==> src/rtl/adc_pkg.sv <==
// adc_pkg: shared widths and output FSM encoding for the ADC block averager
package adc_pkg;
    localparam int ADC_DATA_W = 12;
    localparam int LOG2_N_MAX = 4;
    typedef enum logic {EMPTY = 1'b0, FULL = 1'b1} out_state_t;
endpackage

==> src/rtl/adc_avg_outreg.sv <==
// adc_avg_outreg: result holding register with EMPTY/FULL handshake FSM; min/max under ADC_AVG_MINMAX_EN
module adc_avg_outreg
    import adc_pkg::*;
(
    input  logic                  SCLK,
    input  logic                  reset,
    input  logic                  load,
    input  logic                  ready,
    input  logic [ADC_DATA_W-1:0] avg_in,
`ifdef ADC_AVG_MINMAX_EN
    input  logic [ADC_DATA_W-1:0] min_in,
    input  logic [ADC_DATA_W-1:0] max_in,
    output logic [ADC_DATA_W-1:0] min_out,
    output logic [ADC_DATA_W-1:0] max_out,
`endif
    output logic                  avg_valid,
    output logic [ADC_DATA_W-1:0] avg_out,
    output logic                  overrun
);
    out_state_t state_q, state_d;
    logic [ADC_DATA_W-1:0] avg_q, avg_d;
    logic overrun_q, overrun_d;
    logic take;

    always_ff @(posedge SCLK) begin
        if (reset) state_q <= EMPTY;
        else       state_q <= state_d;
    end

    always_comb begin
        state_d = state_q;
        if (state_q == EMPTY) state_d = load ? FULL : EMPTY;
        else                  state_d = (ready && !load) ? EMPTY : FULL;
    end

    // a completion is only accepted when the slot is free or being drained this cycle
    always_comb begin
        avg_valid = state_q == FULL;
        take      = load && (state_q == EMPTY || ready);
        avg_d     = take ? avg_in : avg_q;
        overrun_d = overrun_q || (load && state_q == FULL && !ready);
    end

    always_ff @(posedge SCLK) begin
        if (reset) begin
            avg_q     <= '0;
            overrun_q <= 1'b0;
        end else begin
            avg_q     <= avg_d;
            overrun_q <= overrun_d;
        end
    end

    assign avg_out = avg_q;
    assign overrun = overrun_q;

`ifdef ADC_AVG_MINMAX_EN
    logic [ADC_DATA_W-1:0] min_q, min_d, max_q, max_d;
    always_comb begin
        min_d = take ? min_in : min_q;
        max_d = take ? max_in : max_q;
    end
    always_ff @(posedge SCLK) begin
        if (reset) begin
            min_q <= '0;
            max_q <= '0;
        end else begin
            min_q <= min_d;
            max_q <= max_d;
        end
    end
    assign min_out = min_q;
    assign max_out = max_q;
`endif
endmodule

==> src/rtl/adc_sample_avg.sv <==
// adc_sample_avg: averages blocks of 2**LOG2_N ADC samples; ADC_AVG_MINMAX_EN adds block min/max outputs
module adc_sample_avg
    import adc_pkg::*;
#(
    parameter int LOG2_N = 3
) (
    input  logic                  SCLK,
    input  logic                  reset,
    input  logic                  rx_done_tick,
    input  logic [ADC_DATA_W-1:0] data_In,
    input  logic                  avg_ready,
`ifdef ADC_AVG_MINMAX_EN
    output logic [ADC_DATA_W-1:0] min_Out,
    output logic [ADC_DATA_W-1:0] max_Out,
`endif
    output logic                  avg_valid,
    output logic [ADC_DATA_W-1:0] avg_Out,
    output logic [3:0]            sample_cnt,
    output logic                  overrun
);
    localparam int ACC_W = ADC_DATA_W + LOG2_N;
    localparam int N     = 1 << LOG2_N;

    logic [ACC_W-1:0]      acc_q, acc_d, sum;
    logic [3:0]            cnt_q, cnt_d;
    logic                  last, done;
    logic [ADC_DATA_W-1:0] avg;

    always_comb begin
        sum   = acc_q + ACC_W'(data_In);
        last  = cnt_q == 4'(N - 1);
        done  = rx_done_tick && last;
        acc_d = rx_done_tick ? (last ? '0 : sum) : acc_q;
        cnt_d = rx_done_tick ? (last ? 4'd0 : cnt_q + 4'd1) : cnt_q;
        avg   = sum[LOG2_N +: ADC_DATA_W];
    end

    always_ff @(posedge SCLK) begin
        if (reset) begin
            acc_q <= '0;
            cnt_q <= '0;
        end else begin
            acc_q <= acc_d;
            cnt_q <= cnt_d;
        end
    end

    assign sample_cnt = cnt_q;

`ifdef ADC_AVG_MINMAX_EN
    logic [ADC_DATA_W-1:0] min_q, min_d, max_q, max_d, blk_min, blk_max;
    logic first;
    // the first sample of a block seeds both extremes
    always_comb begin
        first   = cnt_q == 4'd0;
        blk_min = (first || data_In < min_q) ? data_In : min_q;
        blk_max = (first || data_In > max_q) ? data_In : max_q;
        min_d   = rx_done_tick ? blk_min : min_q;
        max_d   = rx_done_tick ? blk_max : max_q;
    end
    always_ff @(posedge SCLK) begin
        if (reset) begin
            min_q <= '0;
            max_q <= '0;
        end else begin
            min_q <= min_d;
            max_q <= max_d;
        end
    end
`endif

    adc_avg_outreg u_outreg (
        .SCLK      (SCLK),
        .reset     (reset),
        .load      (done),
        .ready     (avg_ready),
        .avg_in    (avg),
`ifdef ADC_AVG_MINMAX_EN
        .min_in    (blk_min),
        .max_in    (blk_max),
        .min_out   (min_Out),
        .max_out   (max_Out),
`endif
        .avg_valid (avg_valid),
        .avg_out   (avg_Out),
        .overrun   (overrun)
    );
endmodule

==> config.mk <==
export PLATFORM = sky130hd
export DESIGN_NAME = adc_sample_avg
export DESIGN_NICKNAME = d
export VERILOG_FILES = /design/src/rtl/adc_pkg.sv /design/src/rtl/adc_avg_outreg.sv /design/src/rtl/adc_sample_avg.sv
export SDC_FILE = /design/constraint.sdc
export NUM_CORES = 1
export LEC_CHECK = 0
export ABC_AREA = 1
export ABC_CLOCK_PERIOD_IN_PS = 3600
export CORE_MARGIN = 2
export CORE_UTILIZATION = 30
export CTS_CLUSTER_DIAMETER = 120
export DETAILED_ROUTE_END_ITERATION = 10
export PLACE_DENSITY = 0.55
export SYNTH_ARGS = -nofsm -noshare
export SYNTH_HDL_FRONTEND = slang
export SYNTH_HIERARCHICAL = 1
export SYNTH_SLANG_ARGS = --single-unit
==> constraint.sdc <==
create_clock -name SCLK -period 3.6 [get_ports SCLK]
set_input_delay 1.08 -clock SCLK [delete_from_list [all_inputs] [get_ports SCLK]]
set_output_delay 1.08 -clock SCLK [all_outputs]
set_load 0.02 [all_outputs]
---- After elaboration in Yosys (flattened, before gate mapping) ----
Cells that the tools add are included.
storage, ports and cells
  input bits .............................. 16
  flip-flop bits (word level) ............. 33
operators by class
  reduce and logical (&&, ||, !) cells .... 9
  muxes and demuxes ....................... 5
  equality and inequality tests ........... 1
  $add $sub $neg .......................... 2
  bitwise logic cells ..................... 1
operators with widths
  operator                                       count
  adder 15 x 12 -> 15 bit                        1
  2-to-1 mux 15 bit                              1
  logical AND 1 bit                              5
  adder 4 x 1 -> 4 bit, second input constant    1
  == test 4 x 3 -> 1 bit, second input constant  1
  2-to-1 mux 4 bit                               1
  2-to-1 mux 1 bit                               3
  logical NOT 1 bit                              2
  logical OR 1 bit                               2
  NOT 1 bit                                      1

---- Depth between registers and ports, before layout ----
Gate-level depths: netlist of run 1.
  depth after elaboration ................. 6
  mapped depth ............................ 14

---- Modules after synthesis ----
Netlist of run 1, hierarchy kept.
modules (own cells, without submodules)
  module          seq. area each (µm²)  area an instance (µm²)  cells an instance  instances
  adc_sample_avg  380.4                 1620.3                  247                1
  adc_avg_outreg  280.3                 675.6                   88                 1

---- Worst setup path after synthesis of run 1 ----
OpenSTA, ideal clock, no wires.
  kind .................................... input-to-reg
  start ................................... input data_In[0]
  end ..................................... register u_outreg.avg_q[11] (netlist: u_outreg/avg_out[11])
  required time ........................... 3.485 ns
  setup time .............................. 0.115 ns
  slack ................................... 1.034 ns
  cell stages on the path ................. 13
  arrival time ............................ 2.451 ns
  cell sequence ........................... ha_1 fa_1 nand2_1 nand2_1 nand3_2 nand2_4 nand2_1 nand3_1 and2_1 inv_1 nand3_1 nand2_1 nor2_1
on the way
  longest elaborated chain between the ends .. 1
RTL lines
  element                  RTL line              source
  from (decl)              adc_sample_avg.sv:10  input logic [ADC_DATA_W-1:0] data_In,
  adder 15 x 12 -> 15 bit  adc_sample_avg.sv:30  sum = acc_q + ACC_W'(data_In);
  net sum[14]              adc_sample_avg.sv:24  logic [ACC_W-1:0] acc_q, acc_d, sum;
  to (signal assigned)     adc_avg_outreg.sv:49  avg_q <= avg_d;
  to (decl)                adc_avg_outreg.sv:21  logic [ADC_DATA_W-1:0] avg_q, avg_d;
The timed path passes the listed nets, and every way through them passes these cells.
A chain may end at the register's enable or synchronous reset.

---- Worst setup path after layout of run 1 ----
Same ends and word-level chain as after synthesis.

==> results of run 1 <==
[through the flow]
stage	cells	util	power, mW	hold slack (ns)
6_report	467	0.3803	0.9793	0.4529
5_1_grt	467	0.3803	1.056	0.4716
4_1_cts	467	0.3803	0.9970	0.4585
3_5_place_dp	460	0.3685	0.7100	0.4494
3_3_place_gp	460	0.3685	0.7074	0.4400
2_1_floorplan	335	-	0.6323	0.4481
[worst max path at each step]
stage	cells past startpoint	end	from	slack, ns
after floorplan	13	u_outreg/avg_out[11]$_SDFFE_PP0P_	data_In[0]	1.03
after global placement	14	u_outreg/avg_out[11]$_SDFFE_PP0P_	data_In[0]	0.50
after detailed placement	14	u_outreg/avg_out[11]$_SDFFE_PP0P_	data_In[0]	0.47
after CTS	14	u_outreg/avg_out[11]$_SDFFE_PP0P_	data_In[0]	0.77
after global routing	14	u_outreg/avg_out[11]$_SDFFE_PP0P_	data_In[0]	0.59
final	14	u_outreg/avg_out[11]$_SDFFE_PP0P_	data_In[0]	0.77
[critical path, cell delays in order]
cell,delay [ns]
clkdlybuf4s50_1,0.40
ha_1,0.24
fa_1,0.41
nand2_1,0.11
nand2_1,0.07
nand3_2,0.08
nand2_4,0.06
nand2_1,0.08
nand3_1,0.09
and2_1,0.17
inv_1,0.04
nand3_1,0.06
nand2_1,0.07
nor2_1,0.04
[cell usage after synthesis, types with 2 or more instances]
cell,count
buf_6,5
clkinv_1,2
or2_1,2
inv_1,49
nand2_1,88
nand3_1,19
a21oi_1,35
dfxtp_1,33
nand3b_1,2
nand2_2,9
nor4_1,2
nand2_4,2
xor2_1,2
inv_2,4
buf_2,2
nor2_2,2
a21oi_2,4
nor3_1,3
nand4_1,2
and2_1,7
ha_1,13
xor2_2,4
nor2_1,23
clkbuf_1,2
nand3_2,11
[routing by layer]
layer	vias up	track usage
met2	34	0.2175
met5	-	0
li1	1108	-
met3	5	0.02739
met4	0	0.03157
met1	915	0.1687
[kinds of logic after synthesis]
logic type	synth area share
XOR/XNOR	0.03597
adder cells (fa/ha/maj)	0.07957
AND/OR/NAND/NOR	0.3646
buffers and inverters	0.1270
flip-flops	0.2877
AO/OA/AOI/OAI	0.1052
[flip-flops by register name (all words and copies together) (netlist names)]
register,flops
u_outreg/overrun,1
sample_cnt,4
u_outreg/avg_out,12
acc_q,15
u_outreg/avg_valid,1
[power by group through the flow]
stage               Sequential, mW  Clock (mW)  Combinational [mW]
floorplan                    0.406           0               0.226
global placement             0.405           0               0.302
detailed placement           0.406           0               0.304
CTS                          0.398       0.294               0.305
global route                 0.400       0.310               0.346
finish                       0.398       0.281               0.301
[area by class of cell]
cell class,instances,area (µm²),share of cell area
timing repair buffer,37,360.3,0.1293
sequential,33,660.6,0.2370
clock buffer,7,86.33,0.03097
inverter,55,206.4,0.07406
multi-input combinational,236,1350,0.4843
tap,99,123.9,0.04443
==> metrics.txt, run 1 <==
DR pass1 iterations=5; global route overflow=0; Slew Limit Fails=0; leading cell types in the layout, fill and taps excluded=nand2_1 (88), inv_1 (49), a21oi_1 (35); Antenna Nets Post-Route=0; die width=91.48 µm; reg-to-reg setup timing slack=1.68 ns; Leak Pwr=1.255 nW; internal power=656.5 µW; Yosys reg bits=33; r2r startpoint=acc_q[0]$_SDFFE_PP0P_; H-tree Lvls=2; first-pass GRT wire length=8866 µm; post-route minimum period=2.828 ns; HPWL after detailed placement=3790 µm; asr flop ratio synth=0; share of cells above drive strength 1=0.1332; Relative slew margins=0.7619; CP required=3.77 ns; NetSw=322.8 µW; Hold Buf Count CTS=0; WHS Endpoint=u_outreg/overrun$_SDFF_PP0_; hold path depth=2; Setup Buffers After CTS=0; Main synth FF type=dfxtp_1; M1 WL=2536 µm; Seq/Total Area, Yosys=0.2877; Clk pin slew, worst setup/hold paths=0.07 ns; switching part of the total power=0.3296; die area=8369 µm²; CP Class=in2reg; hold_sp=u_outreg/overrun$_SDFF_PP0_; drt drc=0; average wire per standard cell=10.87 µm; cell area after layout=2788 µm²; Yosys cell types=33; status=finished, final reports clean; vias in the first global route=1947; Worst VDD drop=150.0 µV; Yosys Warn Count=6; cell count after synthesis=335; total core area=7331 µm²; R2R cell count=13; cts repair resizes=0; Fillers=805; cell taking the most area after synthesis=dfxtp_1; clock buffer depth=2; FF-to-FF End=u_outreg/avg_out[11]$_SDFFE_PP0P_; Starting Density=0.3132; Comb pwr share=0.307; Final #Nets=398; Fmax=353.6 MHz; largest net degree at the start of global routing=28; P&R area growth vs syn=21.42%; Synth area leaders=dfxtp_1 (29%), nand2_1 (14%), inv_1 (8.0%), a21oi_1 (7.6%), ha_1 (7.1%); initial antenna violation count=0; Clock Power Share=0.287; HP Class=reg2reg; worst slack, placed=0.4720 ns; Total Wirelength=5074 µm; num rows=31; Vias per Instance=4.415; sequential share of power=0.406; syn avg cell area=6.854 µm²; Port Buffers=33; CTS sink cnt=33; Pwr Density=351.3 nW/µm²; Hold Vio Cnt, Final=0; Top Ports=34; Mapped Area=2296 µm²; latest clock arrival within the worst-skew pair=0.27 ns; crit path max fanout=3; setup TNS=0 ns; DR WL met3=199 µm; slew of the pin with the lowest slew margin=0.3568 ns; DR top layer=met4; antenna cells=0; TritonCTS buffer count=5; Final GP Congestion=0.8294; Total Routing Usage GR=0.1295; Max Cap Viol=0; post-synth net total=365; number of synthesized flops with an enable pin=0; Root Driver=clkbuf_8; commonest non-fill, non-tap cell in the layout=nand2_1; Post-DP Area=2701 µm²; crit share post-route=0.7856; final worst slack=0.7718 ns; clock skew=0.003971 ns; initial DRC count=113; Data arrival, critical path=3.00 ns; Die H=91.48 µm; Setup crit end kind=flop; via count=2062; Finish-stage setup viols=0; WL met2=2291 µm; Startpoint Class=primary input; TritonCTS clock tree=yes; RSZ-0062 raised after global routing=no; Yosys top cell area share=0.2877
(Power assumes the default switching activity.)
==> run 2, diff against run 1 <==
--- a/config.mk
+++ b/config.mk
@@ -6,7 +6,7 @@
 export NUM_CORES = 1
 export LEC_CHECK = 0
 export ABC_AREA = 1
-export ABC_CLOCK_PERIOD_IN_PS = 3600
+export ABC_CLOCK_PERIOD_IN_PS = 2700
 export CORE_MARGIN = 2
 export CORE_UTILIZATION = 30
 export CTS_CLUSTER_DIAMETER = 120
==> constraint.sdc (replaced) <==
create_clock -name SCLK -period 2.7 [get_ports SCLK]
set_input_delay 0.81 -clock SCLK [delete_from_list [all_inputs] [get_ports SCLK]]
set_output_delay 0.81 -clock SCLK [all_outputs]
set_load 0.02 [all_outputs]
==> metrics.txt, run 2 (synthesis results as in run 1) <==
Starting Density=0.3132; Fillers=783; Comb pwr share=0.329; TritonCTS clock tree=yes; die width=91.48 µm; register bank with the most flops=acc_q; P&R area growth vs syn=26.70%; post-route minimum period=2.534 ns; die area=8369 µm²; initial DRC count=94; Setup crit end kind=flop; TritonCTS buffer count=5; Total Routing Usage GR=0.1336; CP Class=in2reg; switching part of the total power=0.3406; status=finished, final reports clean; Slew Limit Fails=0; Vias per Instance=4.358; Setup Buffers After CTS=0; share of cells above drive strength 1=0.1693; num rows=31; Relative slew margins=0.7490; clock buffer depth=2; internal power=881.7 µW; Data arrival, critical path=2.71 ns; Fmax=394.6 MHz; commonest non-fill, non-tap cell in the layout=nand2_1; Top Ports=34; Worst path most repeated cell=nand2_1; latest clock arrival within the worst-skew pair=0.28 ns; setup TNS=0 ns; Power Total=1.337 mW; DR pass1 iterations=4; Root Driver=clkbuf_8; Clk pin slew, worst setup/hold paths=0.07 ns; Hold Buf Count CTS=0; Total Wirelength=5261 µm; Max Cap Viol=0; Final GP Congestion=0.7846; HPWL after detailed placement=3980 µm; average wire per standard cell=10.89 µm; Port Buffers=33; NetSw=455.4 µW; CP required=2.88 ns; leading cell types in the layout, fill and taps excluded=nand2_1 (88), inv_1 (49), a21oi_1 (35); H-tree Lvls=2; CP cell instances=clkdlybuf4s50_1 > ha_1 > fa_1 > nand2_1 > nand2_1 > nand3_2 > nand2_4 > nand2_1 > nand3_1 > and2_1 > inv_1 > nand3_1 > nand2_1 > nor2_1; global route overflow=0; slowest stage cell, crit path=clkdlybuf4s50_1; Worst VDD drop=265.0 µV; Final #Nets=413; clock skew=0.003006 ns; Startpoint Class=primary input; HP Class=reg2reg; sequential share of power=0.396; RSZ-0062 raised after global routing=no; Hold Vio Cnt, Final=0; CTS sink cnt=33; antenna cells=0; vias in the first global route=2057; largest net degree at the start of global routing=28; via count=2105; crit share post-route=0.9387; slew of the pin with the lowest slew margin=0.3762 ns; Leak Pwr=1.333 nW; Die H=91.48 µm; Finish-stage setup viols=0; max reg flops=15; crit path max fanout=3; Clock Power Share=0.275; drt drc=0; Pwr Density=459.6 nW/µm²; cts repair resizes=0; first-pass GRT wire length=9052 µm; initial antenna violation count=0; total core area=7331 µm²; Critical Path Max Stage Delay=0.41 ns; Antenna Nets Post-Route=0
==> run 2: cell types whose count changed in the layout (fill, tap and decap cells not counted) <==
| cell | delta |
|---|---|
| buf_12 | +1 |
| buf_4 | +14 |
| clkbuf_8 | -1 |
| clkinv_2 | +2 |
==> run 2: metrics by stage <==
step | area, µm² | std cells | util | hold slack (ns) | setup slack (ns)
after floorplan | 2296 | 335 | - | 0.4481 | 0.4038
after global routing | 2909 | 483 | 0.3968 | 0.4866 | 0.02855
after global placement | 2826 | 475 | 0.3856 | 0.4418 | -0.1033
after detailed placement | 2826 | 475 | 0.3856 | 0.4524 | -0.1320
after CTS | 2909 | 483 | 0.3968 | 0.4639 | 0.1681
final | 2909 | 483 | 0.3968 | 0.4622 | 0.1656
==> run 2: critical path, delay by kind of cell <==
kind | cells | cell delay [ns]
adder cells (fa/ha/maj) | 2 | 0.63
buffers and inverters | 2 | 0.45
AND/OR/NAND/NOR | 10 | 0.82
==> run 2: final cells by class <==
type	instances	area (µm²)	area share
Clock buffer	6	72.57	0.02495
Clock inverter	2	10.01	0.003441
Inverter	55	206.4	0.07097
Multi-Input combinational cell	236	1350	0.4641
Sequential cell	33	660.6	0.2271
Tap cell	99	123.9	0.04258
Timing Repair Buffer	52	485.5	0.1669
==> run 2: per-layer routing <==
layer | wire (µm) | GRT usage | up-vias
met5 | 0 | 0 | -
met4 | 58 | 0.03409 | 0
met3 | 140 | 0.02407 | 6
met2 | 2443 | 0.2292 | 30
met1 | 2619 | 0.1721 | 931
li1 | - | - | 1138
==> run 2: final timing paths <==
path / from / endpoint / slack, ns / cells after the start
setup / recovery: data_In[0] / u_outreg/avg_out[11]$_SDFFE_PP0P_ / 0.17 / 14
hold / removal: u_outreg/overrun$_SDFF_PP0_ / u_outreg/overrun$_SDFF_PP0_ / 0.46 / 2
setup reg to reg: acc_q[0]$_SDFFE_PP0P_ / u_outreg/avg_out[11]$_SDFFE_PP0P_ / 0.82 / 13
hold reg to reg: u_outreg/overrun$_SDFF_PP0_ / u_outreg/overrun$_SDFF_PP0_ / 0.46 / 2
==> run 2: power by group through the flow <==
stage | Sequential (mW) | Clock, mW | Combinational [mW]
after CTS | 0.530 | 0.385 | 0.447
after global routing | 0.534 | 0.400 | 0.500
after detailed placement | 0.541 | 0 | 0.445
final | 0.530 | 0.367 | 0.440
after floorplan | 0.542 | 0 | 0.301
after global placement | 0.541 | 0 | 0.438
==> run 3, diff against run 2 <==
--- a/config.mk
+++ b/config.mk
@@ -11,7 +11,9 @@
 export CORE_UTILIZATION = 30
 export CTS_CLUSTER_DIAMETER = 120
 export DETAILED_ROUTE_END_ITERATION = 10
-export PLACE_DENSITY = 0.55
+export DONT_BUFFER_PORTS = 1
+export PLACE_DENSITY = 0.5
+export RECOVER_POWER = 100
 export SYNTH_ARGS = -nofsm -noshare
 export SYNTH_HDL_FRONTEND = slang
 export SYNTH_HIERARCHICAL = 1
==> metrics.txt, run 3 (synthesis results as in run 1) <==
Max Cap Viol=0; initial DRC count=65; leading cell types in the layout, fill and taps excluded=nand2_1 (91), inv_1 (49), a21oi_1 (38); antenna cells=0; HP Class=reg2reg; CP cell instances=ha_1 > fa_1 > nand2_1 > nand2_1 > nand3_1 > nand2_4 > nand2_1 > nand3_1 > and2_0 > inv_1 > nand3_1 > nand2_1 > nor2_1; first-pass GRT wire length=9018 µm; CTS sink cnt=33; die width=91.48 µm; Hold Buf Count CTS=0; setup TNS=0 ns; average wire per standard cell=12.00 µm; Hold Vio Cnt, Final=0; switching part of the total power=0.3449; Worst VDD drop=193.7 µV; drt drc=0; Buf/Inv on CP=1; global route overflow=0; Critical Path Max Stage Delay=0.41 ns; Pwr Density=523.8 nW/µm²; Total Routing Usage GR=0.1341; Slew Limit Fails=0; Final #Nets=364; Final GP Congestion=0.8088; Comb pwr share=0.276; Startpoint Class=primary input; Clock Power Share=0.295; clock skew=0.005163 ns; num rows=31; CP required=2.88 ns; max reg flops=15; P&R area growth vs syn=3.815%; R2R cell count=7; Worst path top cell family by delay=simple AND/OR/NAND/NOR gates; Setup crit end kind=flop; Clk pin slew, worst setup/hold paths=0.07 ns; Worst path most repeated cell=nand2_1; Starting Density=0.3132; Fmax=463.7 MHz; Relative slew margins=0.4066; hold path depth=2; Worst Hold Margin=0.4643 ns; H-tree Lvls=2; Finish-stage setup viols=0; Data arrival, critical path=2.33 ns; vias in the first global route=1904; cts repair resizes=0; RSZ-0062 raised after global routing=no; placed insts=426; commonest non-fill, non-tap cell in the layout=nand2_1; Die H=91.48 µm; crit share post-route=0.7988; die area=8369 µm²; internal power=817.9 µW; slew of the pin with the lowest slew margin=0.8901 ns; total core area=7331 µm²; number of cells on the critical path=13; Leak Pwr=1.117 nW; Finished Layout Cells=434; Vias per Instance=4.410; share of cells above drive strength 1=0.1045; NetSw=430.6 µW; CP Class=in2reg; Antenna Nets Post-Route=0; Setup Buffers After CTS=0; slowest stage cell, crit path=fa_1; status=finished, final reports clean; Port Buffers=0; HPWL after detailed placement=3904 µm; clock buffer depth=2; TritonCTS buffer count=5; Top Ports=34; register bank with the most flops=acc_q; largest net degree at the start of global routing=28; latest clock arrival within the worst-skew pair=0.28 ns; post-route minimum period=2.157 ns; Total Wirelength=5210 µm; TritonCTS clock tree=yes; initial antenna violation count=0; crit path max fanout=3; sequential share of power=0.429; via count=1914; DR pass1 iterations=4; Root Driver=clkbuf_8
[run 3: worst paths after layout]
check                                      endpoint  slack [ns]                        from
hold / removal                acc_q[2]$_SDFFE_PP0P_        0.46       acc_q[2]$_SDFFE_PP0P_
setup / recovery  u_outreg/avg_out[11]$_SDFFE_PP0P_        0.54                  data_In[0]
hold reg to reg               acc_q[2]$_SDFFE_PP0P_        0.46       acc_q[2]$_SDFFE_PP0P_
setup reg to reg             acc_q[10]$_SDFFE_PP0P_        0.72  sample_cnt[0]$_SDFFE_PP0P_
[run 3: power by group through the flow]
| stage | Sequential (mW) | Clock (mW) | Combinational [mW] |
|---|---|---|---|
| 4_1_cts | 0.535 | 0.395 | 0.370 |
| 3_3_place_gp | 0.545 | 0 | 0.367 |
| 3_5_place_dp | 0.547 | 0 | 0.369 |
| 5_1_grt | 0.538 | 0.418 | 0.400 |
| 2_1_floorplan | 0.542 | 0 | 0.301 |
| 6_report | 0.535 | 0.369 | 0.345 |
[run 3: worst register-to-register path, stage by stage (launching register included)]
cell      delay [ns]
dfxtp_1         0.40
ha_1            0.26
inv_1           0.09
nor3_1          0.06
nor2_2          0.08
clkbuf_1        0.64
nand3_1         0.23
a21oi_1         0.16
[run 3: cell type report]
cell class,instances,area [µm²]
tap,99,123.9
clock buffer,6,72.57
timing repair buffer,3,15.01
sequential,33,660.6
fill,836,4947
multi-input combinational,236,1295
clock inverter,2,10.01
inverter,55,206.4
[run 3: through the flow]
stage,total power [mW],utilization,worst slack (ns),instance area [µm²]
after floorplan,0.8430,-,0.4038,2296
after global placement,0.9128,0.3224,0.2975,2364
after detailed placement,0.9154,0.3224,0.2774,2364
after CTS,1.300,0.3337,0.5842,2446
after global routing,1.356,0.3251,0.3471,2384
final,1.248,0.3251,0.5434,2384
[run 3: layer usage]
| metal | vias up | global-route usage | share of wire |
|---|---|---|---|
| met5 | - | 0 | 0 |
| met4 | 0 | 0.03535 | 0.0063 |
| met3 | 4 | 0.03568 | 0.038 |
| met2 | 27 | 0.2218 | 0.46 |
| met1 | 841 | 0.1719 | 0.50 |
| li1 | 1042 | - | - |
